`src/rtl/instr_issue_ctrl.sv`:
```
// Instruction queue and issue sequencer in front of the decoder: circular buffer of
// (pc, instr) pairs, issued one per cycle when ROB+RS or ROB+LSB have room.
module instr_issue_ctrl #(
   parameter int IQ_DEPTH_LOG = 3
) (
   input  logic        clk_in,
   input  logic        rst_in,
   input  logic        rdy_in,
   input  logic        if_valid,
   input  logic [31:0] if_pc,
   input  logic [31:0] if_instr,
   output logic        if_ready,
   input  logic        rob_full,
   input  logic        rs_full,
   input  logic        lsb_full,
   input  logic        jalr_done,
   input  logic        flush_in,
   output logic        dec_valid,
   output logic [31:0] dec_pc,
   output logic [31:0] dec_instr
);

   localparam int DEPTH = 1 << IQ_DEPTH_LOG;
   localparam int PW    = IQ_DEPTH_LOG + 1;
   localparam logic [PW-1:0] DEPTH_W = PW'(DEPTH);
   localparam logic [PW-1:0] LAST_W  = PW'(DEPTH - 1);

   localparam logic [1:0] ST_RUN   = 2'd0;
   localparam logic [1:0] ST_HOLD  = 2'd1;
   localparam logic [1:0] ST_FLUSH = 2'd2;

   localparam logic [6:0] OP_LOAD  = 7'b0000011;
   localparam logic [6:0] OP_STORE = 7'b0100011;
   localparam logic [6:0] OP_JALR  = 7'b1100111;

   logic [31:0]   pc_q    [DEPTH];
   logic [31:0]   instr_q [DEPTH];
   logic [PW-1:0] head, tail, count;
   logic [1:0]    state;

   logic [31:0] head_pc, head_instr;
   logic [6:0]  head_op;
   logic        head_is_mem, res_free, do_push, do_pop;

   // Pointers stay in 0..DEPTH-1; the extra bit only gives count room to reach DEPTH.
   function automatic logic [PW-1:0] ptr_inc(input logic [PW-1:0] p);
      return (p == LAST_W) ? '0 : p + PW'(1);
   endfunction

   assign head_pc     = pc_q[head[IQ_DEPTH_LOG-1:0]];
   assign head_instr  = instr_q[head[IQ_DEPTH_LOG-1:0]];
   assign head_op     = head_instr[6:0];
   assign head_is_mem = (head_op == OP_LOAD) || (head_op == OP_STORE);
   assign res_free    = !rob_full && (head_is_mem ? !lsb_full : !rs_full);

   assign if_ready = (count < DEPTH_W) && (state != ST_FLUSH);
   assign do_push  = rdy_in && !flush_in && if_valid && if_ready;
   assign do_pop   = rdy_in && !flush_in && (state == ST_RUN) && (count != '0) && res_free;

   always_ff @(posedge clk_in) begin
      if (do_push) begin
         pc_q[tail[IQ_DEPTH_LOG-1:0]]    <= if_pc;
         instr_q[tail[IQ_DEPTH_LOG-1:0]] <= if_instr;
      end
   end

   always_ff @(posedge clk_in or negedge rst_in) begin
      if (!rst_in) begin
         head      <= '0;
         tail      <= '0;
         count     <= '0;
         state     <= ST_RUN;
         dec_valid <= 1'b0;
         dec_pc    <= '0;
         dec_instr <= '0;
      end else if (rdy_in) begin
         if (flush_in) begin
            // Flush wins over any same-cycle push, pop or jalr_done.
            head      <= '0;
            tail      <= '0;
            count     <= '0;
            dec_valid <= 1'b0;
            state     <= ST_FLUSH;
         end else begin
            dec_valid <= do_pop;
            if (do_push) tail <= ptr_inc(tail);
            if (do_pop) begin
               head      <= ptr_inc(head);
               dec_pc    <= head_pc;
               dec_instr <= head_instr;
            end
            if (do_push && !do_pop)      count <= count + PW'(1);
            else if (!do_push && do_pop) count <= count - PW'(1);
            case (state)
               ST_RUN:   if (do_pop && head_op == OP_JALR) state <= ST_HOLD;
               ST_HOLD:  if (jalr_done) state <= ST_RUN;
               ST_FLUSH: state <= ST_RUN;
               default:  state <= ST_RUN;
            endcase
         end
      end
   end

endmodule

```
`config.mk`:
```
export PLATFORM = sky130hd
export DESIGN_NAME = instr_issue_ctrl
export DESIGN_NICKNAME = d
export VERILOG_FILES = /design/src/rtl/instr_issue_ctrl.sv
export SDC_FILE = /design/constraint.sdc
export NUM_CORES = 1
export LEC_CHECK = 0
export ABC_CLOCK_PERIOD_IN_PS = 8100
export BUFFER_PORTS_ARGS = -buffer_cell sky130_fd_sc_hd__buf_2
export CORE_ASPECT_RATIO = 1.75
export CORE_MARGIN = 2
export CORE_UTILIZATION = 57
export CTS_CLUSTER_SIZE = 25
export DETAILED_ROUTE_END_ITERATION = 10
export GPL_ROUTABILITY_DRIVEN = 0
export HOLD_SLACK_MARGIN = 0.05
export PLACE_DENSITY = 0.81
export SLEW_MARGIN = 0
export SYNTH_ARGS = -nofsm -noshare
export SYNTH_HDL_FRONTEND = slang
export SYNTH_SLANG_ARGS = --single-unit
```
`constraint.sdc`:
```
create_clock -name clk_in -period 8.1 [get_ports clk_in]
set_clock_uncertainty 0.05 [all_clocks]
set_input_delay 1.62 -clock clk_in [delete_from_list [all_inputs] [get_ports clk_in]]
set_output_delay 1.62 -clock clk_in [all_outputs]
set_load 0.01 [all_outputs]
```
# Word-level counts from Yosys, hierarchy flattened
# Memories as Yosys holds them, arrays and structs flattened. A register that Yosys moved wholly into a read port is not among the register bits.
# Cells that the tools add are included.
# totals
inputBits	73
output_inout_bits	66
mem_bits_rw	512
n_memories	2
regBits	47
# memory_table
name	words	word_bits	read_ports	rd_ports_with_merged_regs	write_ports	line_no	text
instr_q	8	32	1	0	1	37	logic [31:0] instr_q [DEPTH];
pc_q	8	32	1	1	1	36	logic [31:0] pc_q [DEPTH];
# op_classes
muxes	17
n_reduce_logical	29
n_eq_ne	9
n_bitwise	1
magnitude_cmp	1
n_addsub	4
# ops
operator	count
$mux 4	9
$add 4x1->4 const B	3
$logic_and 1x1->1	11
$eq 4x3->1 const B	2
$eq 7x2->1 const B	1
$eq 7x6->1 const B	1
$eq 7x7->1 const B	1
$logic_not 1->1	7
$mux 2	3
$reduce_and 2->1	3
$reduce_and 3->1	2
$lt 4x4->1 const B	1
$mux 1	4
$pmux 2 s2	1
$reduce_bool 2->1	2
$reduce_bool 4->1	1
$sub 4x1->4 const B	1
$ne 3x2->1 const B	1
$ne 3x3->1 const B	1
$reduce_bool 3->1	1
$eq 2x1->1 const B	1
$logic_not 2->1	1
$ne 2x2->1 const B	1
$logic_or 1x1->1	1
$not 1->1	1

# Depth between registers and ports, before layout
# Gate-level depths: netlist of the first run.
# An unclocked memory read counts as a cell.
# logic_depth
depth_word	10
ltp_mapped	13
depth_no_buf	11

# Least setup slack after synthesis of the first run
# OpenSTA, ideal clock, no wires.
# synth_timing
path_type	input -> register
start	in flush_in
end	mem instr_q[1][0] (enable)
stages	5
arrival_ns	6.603
slack_ns	0.883
t_required_ns	7.485
setup_ns	0.565
cell_sequence	clkbuf_1 -> nand2b_1 -> nor2_1 -> nand2_1 -> nor3_1
# synth_via
elab_chain_len	6
# synth_rtl
element	line_no	text
start, declared	17	input logic flush_in,
$logic_not 1->1	57	assign do_push = rdy_in && !flush_in && if_valid && if_ready;
$logic_and 1x1->1 (3 in a row)	57	
$mux 1	61	if (do_push) begin
$mux 1 (implied by the code)	63	instr_q[tail[IQ_DEPTH_LOG-1:0]] <= if_instr;
end, declared	37	
# No other way between the ends.

# Worst setup path in the final report of the first run
# layout_timing
start	reg head[1]
end	reg count[3]
# layout_via
elab_chain_len	10
word_cells_on_any_way	14
# layout_rtl
element	line_no	text
start, declared	38	logic [PW-1:0] head, tail, count;
start signal, assigned	88	head <= ptr_inc(head);
$mem_v2 8x32 *	--	
$eq 7x2->1 / $eq 7x6->1 (equally long branches)	53	assign head_is_mem = (head_op == OP_LOAD) || (head_op == OP_STORE);
$logic_or 1x1->1 *	53	
$mux 1 *	54	assign res_free = !rob_full && (head_is_mem ? !lsb_full : !rs_full);
$logic_and 1x1->1 *	54	
$logic_and 1x1->1 *	58	assign do_pop = rdy_in && !flush_in && (state == ST_RUN) && (count != '0) && res_free;
$logic_not 1->1	92	if (do_push && !do_pop) count <= count + PW'(1);
$logic_and 1x1->1	92	
$reduce_bool 3->1 (no source line) / $mux 4 (equally long branches)	--	
$reduce_and 2->1 (no source line) / $mux 4 (equally long branches)	--	
end signal, assigned	92	
end signal, assigned	93	else if (!do_push && do_pop) count <= count - PW'(1);
end, declared	38	
# Mark *: on every way between the ends. The rest lies on a longest branch, timed or not.
# A chain may end at the register's enable or synchronous reset.

==> results of run 1 <==
[power breakdown]
| group | total, mW | switching (mW) | internal (mW) |
|---|---|---|---|
| Sequential | 3.66 | 0.147 | 3.51 |
| Combinational | 0.787 | 0.432 | 0.355 |
| Clock | 2.60 | 1.08 | 1.53 |
| Total | 7.05 | 1.66 | 5.39 |
[area by class of cell]
| class | instances | area (um^2) | area share (%) |
|---|---|---|---|
| Clock buffer | 54 | 1270 | 5.01 |
| Timing Repair Buffer | 154 | 813 | 3.20 |
| Sequential cell | 591 | 17400 | 68.3 |
| Inverter | 9 | 33.8 | 0.133 |
| Clock inverter | 36 | 526 | 2.07 |
| Antenna cell | 6 | 15.0 | 0.0591 |
| Tap cell | 490 | 613 | 2.41 |
| Multi-Input combinational cell | 435 | 4780 | 18.8 |
[flip-flops by register name, indices dropped and copies added, names as in the netlist]
name,flops
head,4
state,2
dec_instr,32
dec_pc,32
pc_q,256
tail,4
instr_q,256
dec_valid,1
count,4
[metal layers]
| metal | share of wire [%] | vias up |
|---|---|---|
| li1 | - | 4695 |
| met1 | 37 | 5723 |
| met2 | 53 | 418 |
| met3 | 5.8 | 106 |
| met4 | 3.6 | 10 |
| met5 | 0.12 | - |
[placed cells by master, fill, tap and decap left out, types with 7 or more instances in the layout]
cell type,count
nand2_1,46
clkbuf_16,48
bufinv_16,12
buf_4,17
edfxtp_1,512
inv_1,7
a22oi_1,8
mux2i_1,79
nor2_1,48
clkinv_2,8
a21oi_1,42
dfrtp_1,76
clkinv_1,9
mux4_2,118
buf_2,137
o21ai_0,25
[worst paths after layout]
check                                                from                        end  slack (ns)  cells after the start
worst max register to register        head[1]$_DFFE_PN0P_       count[3]$_DFFE_PN0P_        2.35                     12
worst max-delay path                  head[1]$_DFFE_PN0P_       count[3]$_DFFE_PN0P_        2.35                     12
worst min register to register  dec_instr[21]$_DFFE_PN0P_  dec_instr[21]$_DFFE_PN0P_        0.43                      2
max in group asynchronous                          rst_in        head[1]$_DFFE_PN0P_        5.84                      2
worst min-delay path            dec_instr[21]$_DFFE_PN0P_  dec_instr[21]$_DFFE_PN0P_        0.43                      2
min in group asynchronous                          rst_in  dec_instr[18]$_DFFE_PN0P_        0.83                      1
[through the flow]
stage          util, %  worst slack [ns]  cell area [um^2]  instances  hold WS (ns)
6_report          65.3              2.35             25400       1775         0.427
5_1_grt           65.3              1.81             25400       1775         0.465
4_1_cts           65.3              2.27             25400       1769         0.431
3_5_place_dp      60.7              2.32             23600       1679         0.415
3_3_place_gp      60.7              2.55             23600       1679         0.410
2_1_floorplan        -             0.883             22400       1090         0.439
[cell families (layout without fill, tap and decap cells)]
| group | count (synthesis) | count (layout) |
|---|---|---|
| DFF | 591 | 591 |
| muxes | 204 | 204 |
| and+or+nand+nor | 127 | 127 |
| AOI/OAI and AO/OA | 98 | 98 |
| buffers and inverters | 64 | 253 |
| adders and majority gates | 5 | 5 |
| xor gates and xnor gates | 1 | 1 |
| other | 0 | 6 |
[critical path: cells and delay by family, from the launching register on]
family	cells	cell delay, ns
DFF	1	1.10
muxes	1	0.41
adders and majority gates	1	0.29
buffers and inverters	1	0.62
and+or+nand+nor	5	2.07
AOI/OAI and AO/OA	4	1.06
==> metrics.md, run 1 <==
| Metric | Value |
|---|---|
| Complex-gate fraction of the synthesized area | `2.56%` |
| Via/cell ratio | `6.17` |
| Worst-Skew Late Latency | `0.59 ns` |
| Asr flop ratio synth | `13.4%` |
| Most numerous cell in the Yosys netlist | `edfxtp_1` |
| Largest net degree at the start of global routing | `80` |
| Area Growth Syn to Fin | `13.7%` |
| Rel. slew slack | `24.4%` |
| Crit-path max cell delay | `1.10 ns` |
| Final net count | `1317` |
| Area of the mapped netlist | `22400 um^2` |
| Initial antenna violation count | `10` |
| Post-Route WL | `46100 um` |
| Die area | `40900 um^2` |
| Post_cts resized | `0` |
| CTS tree | `built` |
| Syn Nets | `1168` |
| Grt total ovfl | `0` |
| Synth cell count leaders | `edfxtp_1, mux4_2, dfrtp_1, mux2i_1, nor2_1` |
| Post-synth EDFFs | `512` |
| # DRC | `0` |
| CTS sink cnt | `591` |
| Initial core utilization | `57.5%` |
| M1 GR Usage | `29.2%` |
| Final setup TNS | `0 ns` |
| Slew @ Worst Pin | `1.13 ns` |
| Period utilization | `71.0%` |
| Synth Area in Simple Gates | `2.44%` |
| GR Util met2 | `39.6%` |
| Layout filler cell count | `2509` |
| Total CTS buffers | `48` |
| Worst-path clk slew | `0.07 ns` |
| Fin crit period | `5.75 ns` |
| CTS Root Cell | `clkbuf_16` |
| Tot GR Track Use | `22.8%` |
| I/O pins | `139` |
| Rows | `96` |
| Critical Path Source Type | `flop` |
| Maximum fanout along the worst path | `68` |
| Yosys reg bits | `591` |
| Crit-path slowest cell | `dfrtp_4` |
| Max Cap Viol | `0` |
| Seq/Total Area, Yosys | `77.6%` |
| CP Cell Sequence | `buf_4 > mux4_2 > nor2_1 > o22ai_1 > o41ai_1 > nand3_2 > nand2_1 > ha_1 > a21o_1 > a21oi_1 > nor3_1 > or3_1` |
| Starting DRC count in detailed routing | `1104` |
| Avg WL per Cell | `26.0 um` |
| Pins over their slew limit | `0` |
| Antenna Nets Post-Route | `0` |
| Avg Inst Size Synth | `20.5 um^2` |
| Number of global-route vias before repair | `11619` |
| Largest family of logic cells by synthesized area | `multiplexers` |
| Core ar. | `38900 um^2` |
| Die Width | `154 um` |
| Max Fclk | `174 MHz` |
| Port buffer count | `138` |
| DIE HEIGHT | `266 um` |
| Post-synthesis xor/xnor area fraction | `0.0392%` |
| Cell Pwr Density | `277 nW/um^2` |
| Post-DP HPWL | `24400 um` |
| GR peak layer | `met2` |
| Adder-Cell Fraction of Synth Area | `0.313%` |
| Cts hold-fix bufs | `0` |
| Yosys top cell by area | `edfxtp_1` |
| Worst-case clock buffer depth | `3` |
| Min-Delay Path Class | `flop to flop` |
| Total number of vias | `10952` |
| CP endpoint kind | `flop` |
| Final Hold Viols | `0` |
| Share of the synthesized area in the top cell type | `68.7%` |
| Layout cell share with drive strength beyond 1 | `29.1%` |
| Final Setup Violations | `0` |
| Synth cell types | `44` |
| Cells after Synth | `1090` |
| Met3 Track Usage GR | `3.45%` |
| Peak supply drop | `0.194 mV` |
| DRT Pass-1 Iters | `7` |
| Yosys warning total | `0` |
| Tot Pwr | `7.05 mW` |
| RSZ-0062 raised after global routing | `no` |
| Top FF cell, synth | `edfxtp_1` |
| Setup CP Type | `flop to flop` |
| Mux cell area share after synthesis | `15.8%` |
| Global-route wire length before repair | `70000 um` |
| Required @ worst endpoint | `8.52 ns` |
| Synth area leaders | `edfxtp_1, mux4_2, dfrtp_1` |
| Setup bufs post-CTS | `0` |
| H-Tree Depth | `2` |
| Arr. time, crit path | `6.17 ns` |
| Static leakage | `8.41 nW` |
| Outcome | `finished clean` |
(Power assumes the default switching activity.)
==> run 2, diff against run 1 <==
- ABC_CLOCK_PERIOD_IN_PS: 8100 -> 4780
- CORE_UTILIZATION: 57 -> 54
- PLACE_DENSITY: 0.81 -> 0.8
- clock period: 8.1 -> 4.78 ns (I/O delays scaled with it)
==> run 2 against run 1 <==
Total power grew 67%. Largest cell class unchanged. Sequential share of layout area decreased by 0.36 points. Largest power group unchanged. Wire length down 0.81%.
==> metrics.md, run 2 (synthesized netlist as in run 1, its figures left out) <==
| Metric | Value |
|---|---|
| Outcome | `finished clean (unchanged)` |
| Period utilization | `77.0% (was 71.0%)` |
| Worst-path clk slew | `0.07 ns (about the same)` |
| Static leakage | `8.40 nW (was 8.41 nW)` |
| Worst-Skew Late Latency | `0.58 ns (was 0.59 ns)` |
| Grt total ovfl | `0 (unchanged)` |
| Crit path max-delay family | `simple AND/OR/NAND/NOR gates (unchanged)` |
| Initial core utilization | `54.8% (was 57.5%)` |
| Maximum fanout along the worst path | `46 (was 68)` |
| I/O pins | `139 (unchanged)` |
| Core ar. | `40800 um^2 (was 38900 um^2)` |
| Total number of vias | `10943 (was 10952)` |
| Final Hold Viols | `0 (unchanged)` |
| Crit-path slowest cell | `dfrtp_4 (unchanged)` |
| Rows | `98 (was 96)` |
| Crit-path max cell delay | `0.85 ns (was 1.10 ns)` |
| Port buffer count | `138 (unchanged)` |
| Worst hold path endpoint | `dec_instr[1]$_DFFE_PN0P_ (was dec_instr[21]$_DFFE_PN0P_)` |
| Fin crit period | `3.68 ns (was 5.75 ns)` |
| Cts hold-fix bufs | `0 (unchanged)` |
| Avg WL per Cell | `24.8 um (was 26.0 um)` |
| FF-to-FF Start | `head[1]$_DFFE_PN0P_ (unchanged)` |
| Global-route wire length before repair | `69200 um (was 70000 um)` |
| Die area | `43100 um^2 (was 40900 um^2)` |
| CP Cell Sequence | `mux2i_1 > a22oi_1 > a22o_1 > or4_1 > nand3_2 > nand2_1 > ha_1 > a21o_1 > a21oi_1 > a21oi_1 > or3_1 (was buf_4 > mux4_2 > nor2_1 > o22ai_1 > o41ai_1 > nand3_2 > nand2_1 > ha_1 > a21o_1 > a21oi_1 > nor3_1 > or3_1)` |
| Required @ worst endpoint | `5.18 ns (was 8.52 ns)` |
| Via/cell ratio | `5.92 (was 6.17)` |
| CTS Root Cell | `clkbuf_16 (unchanged)` |
| CP endpoint kind | `flop (unchanged)` |
| Number of global-route vias before repair | `11713 (was 11619)` |
| Total CTS buffers | `48 (unchanged)` |
| H-Tree Depth | `2 (unchanged)` |
| CTS sink cnt | `591 (unchanged)` |
| Slew @ Worst Pin | `1.10 ns (was 1.13 ns)` |
| Hold Startpoint | `dec_instr[1]$_DFFE_PN0P_ (was dec_instr[21]$_DFFE_PN0P_)` |
| Initial antenna violation count | `14 (was 10)` |
| RSZ-0062 raised after global routing | `no (unchanged)` |
| Core Util, Final | `62.6% (was 65.3%)` |
| Buf/Inv on CP | `0 (was 1)` |
| Final net count | `1326 (was 1317)` |
| Post-DP HPWL | `25400 um (was 24400 um)` |
| DRT Pass-1 Iters | `5 (was 7)` |
| DIE HEIGHT | `273 um (was 266 um)` |
| Starting DRC count in detailed routing | `928 (was 1104)` |
| Hold slack | `0.426 ns (was 0.427 ns)` |
| Setup CP Type | `flop to flop (unchanged)` |
| Antenna Nets Post-Route | `0 (unchanged)` |
| Critical path's most frequent cell | `a21oi_1` |
| Most frequent cells in the layout | `edfxtp_1, buf_2, mux4_2 (unchanged)` |
| Largest net degree at the start of global routing | `109 (was 80)` |
| Post_cts resized | `0 (unchanged)` |
| Layout cell share with drive strength beyond 1 | `29.0% (was 29.1%)` |
| Peak supply drop | `0.385 mV (was 0.194 mV)` |
| Rel. slew slack | `26.8% (was 24.4%)` |
| Area Growth Syn to Fin | `14.3% (was 13.7%)` |
| Worst-case clock buffer depth | `3 (unchanged)` |
| Tot GR Track Use | `21.7% (was 22.8%)` |
| Reg2Reg Setup Slack | `1.10 ns (was 2.35 ns)` |
| Die Width | `158 um (was 154 um)` |
| Max Cap Viol | `0 (unchanged)` |
| Worst r2r dst | `count[3]$_DFFE_PN0P_ (unchanged)` |
| Arr. time, crit path | `4.08 ns (was 6.17 ns)` |
| Worst Reg-to-Reg Cells | `11 (was 12)` |
| # DRC | `0 (unchanged)` |
| Pins over their slew limit | `0 (unchanged)` |
| Setup bufs post-CTS | `0 (unchanged)` |
| Post-Route WL | `45700 um (was 46100 um)` |
| Cell Pwr Density | `462 nW/um^2 (was 277 nW/um^2)` |
| Commonest non-fill, non-tap cell in the layout | `edfxtp_1 (unchanged)` |
| CTS tree | `built (unchanged)` |
| Hold path depth | `1 (was 2)` |
| Max Fclk | `272 MHz (was 174 MHz)` |
| Final Setup Violations | `0 (unchanged)` |
| Min-Delay Path Class | `flop to flop (unchanged)` |
| Critical Path Source Type | `flop (unchanged)` |
[run 2: changes by cell type in the layout (fill, tap and decap cells not counted), sizes merged]
cell,before,now
bufinv,12,9
clkinvlp,4,7
diode,6,9
buf,154,163
clkinv,21,11
clkbuf,54,64
[run 2: where the power goes]
part	total [mW]	internal, mW	switching (mW)
sequential	6.19	5.95	0.238
clock	4.24	2.47	1.76
combinational	1.37	0.607	0.766
total	11.8	9.03	2.77
[run 2: stage by stage]
step / setup slack [ns] / power, mW / instances / instance area, um^2 / setup TNS [ns]
floorplan: -0.0561 / 7.05 / 1090 / 22400 / -20.37
global placement: 1.18 / 7.61 / 1748 / 23800 / 0
detailed placement: 1.13 / 7.68 / 1748 / 23800 / 0
CTS: 1.10 / 11.9 / 1838 / 25500 / 0
global route: 0.726 / 12.2 / 1846 / 25600 / 0
finish: 1.10 / 11.8 / 1847 / 25600 / 0
[run 2: worst max-delay path by stage]
stage / start / end / slack, ns / cells past startpoint
after floorplan: flush_in / instr_q[7][0]$_DFFE_PP_ / -0.06 / 5
after global placement: head[1]$_DFFE_PN0P_ / count[3]$_DFFE_PN0P_ / 1.18 / 11
after detailed placement: head[1]$_DFFE_PN0P_ / count[3]$_DFFE_PN0P_ / 1.13 / 11
after CTS: head[1]$_DFFE_PN0P_ / count[3]$_DFFE_PN0P_ / 1.10 / 11
after global routing: head[1]$_DFFE_PN0P_ / count[3]$_DFFE_PN0P_ / 0.73 / 11
final: head[1]$_DFFE_PN0P_ / count[3]$_DFFE_PN0P_ / 1.10 / 11
[run 2: area by class of cell]
| type | count | area (um^2) |
|---|---|---|
| Sequential cell | 591 | 17400 |
| Fill cell | 2675 | 15300 |
| Multi-Input combinational cell | 435 | 4800 |
| Clock buffer | 64 | 1340 |
| Timing Repair Buffer | 163 | 931 |
| Tap cell | 550 | 688 |
| Clock inverter | 26 | 377 |
| Inverter | 9 | 33.8 |
| Antenna cell | 9 | 22.5 |
[run 2: worst reg2reg max path, stage by stage (launching register included)]
cell and delay, ns:
dfrtp_4 0.85, mux2i_1 0.31, a22oi_1 0.13, a22o_1 0.29, or4_1 0.58, nand3_2 0.11
nand2_1 0.11, ha_1 0.31, a21o_1 0.18, a21oi_1 0.23, a21oi_1 0.10, or3_1 0.34
[run 2: per-layer routing]
| metal | wire (um) | GRT usage [%] | share of wire (%) | vias up |
|---|---|---|---|---|
| li1 | - | - | - | 4718 |
| met1 | 16800 | 26.9 | 37 | 5702 |
| met2 | 24100 | 37.0 | 53 | 411 |
| met3 | 2790 | 3.70 | 6.1 | 102 |
| met4 | 1930 | 11.0 | 4.2 | 10 |
| met5 | 63 | 0 | 0.14 | - |
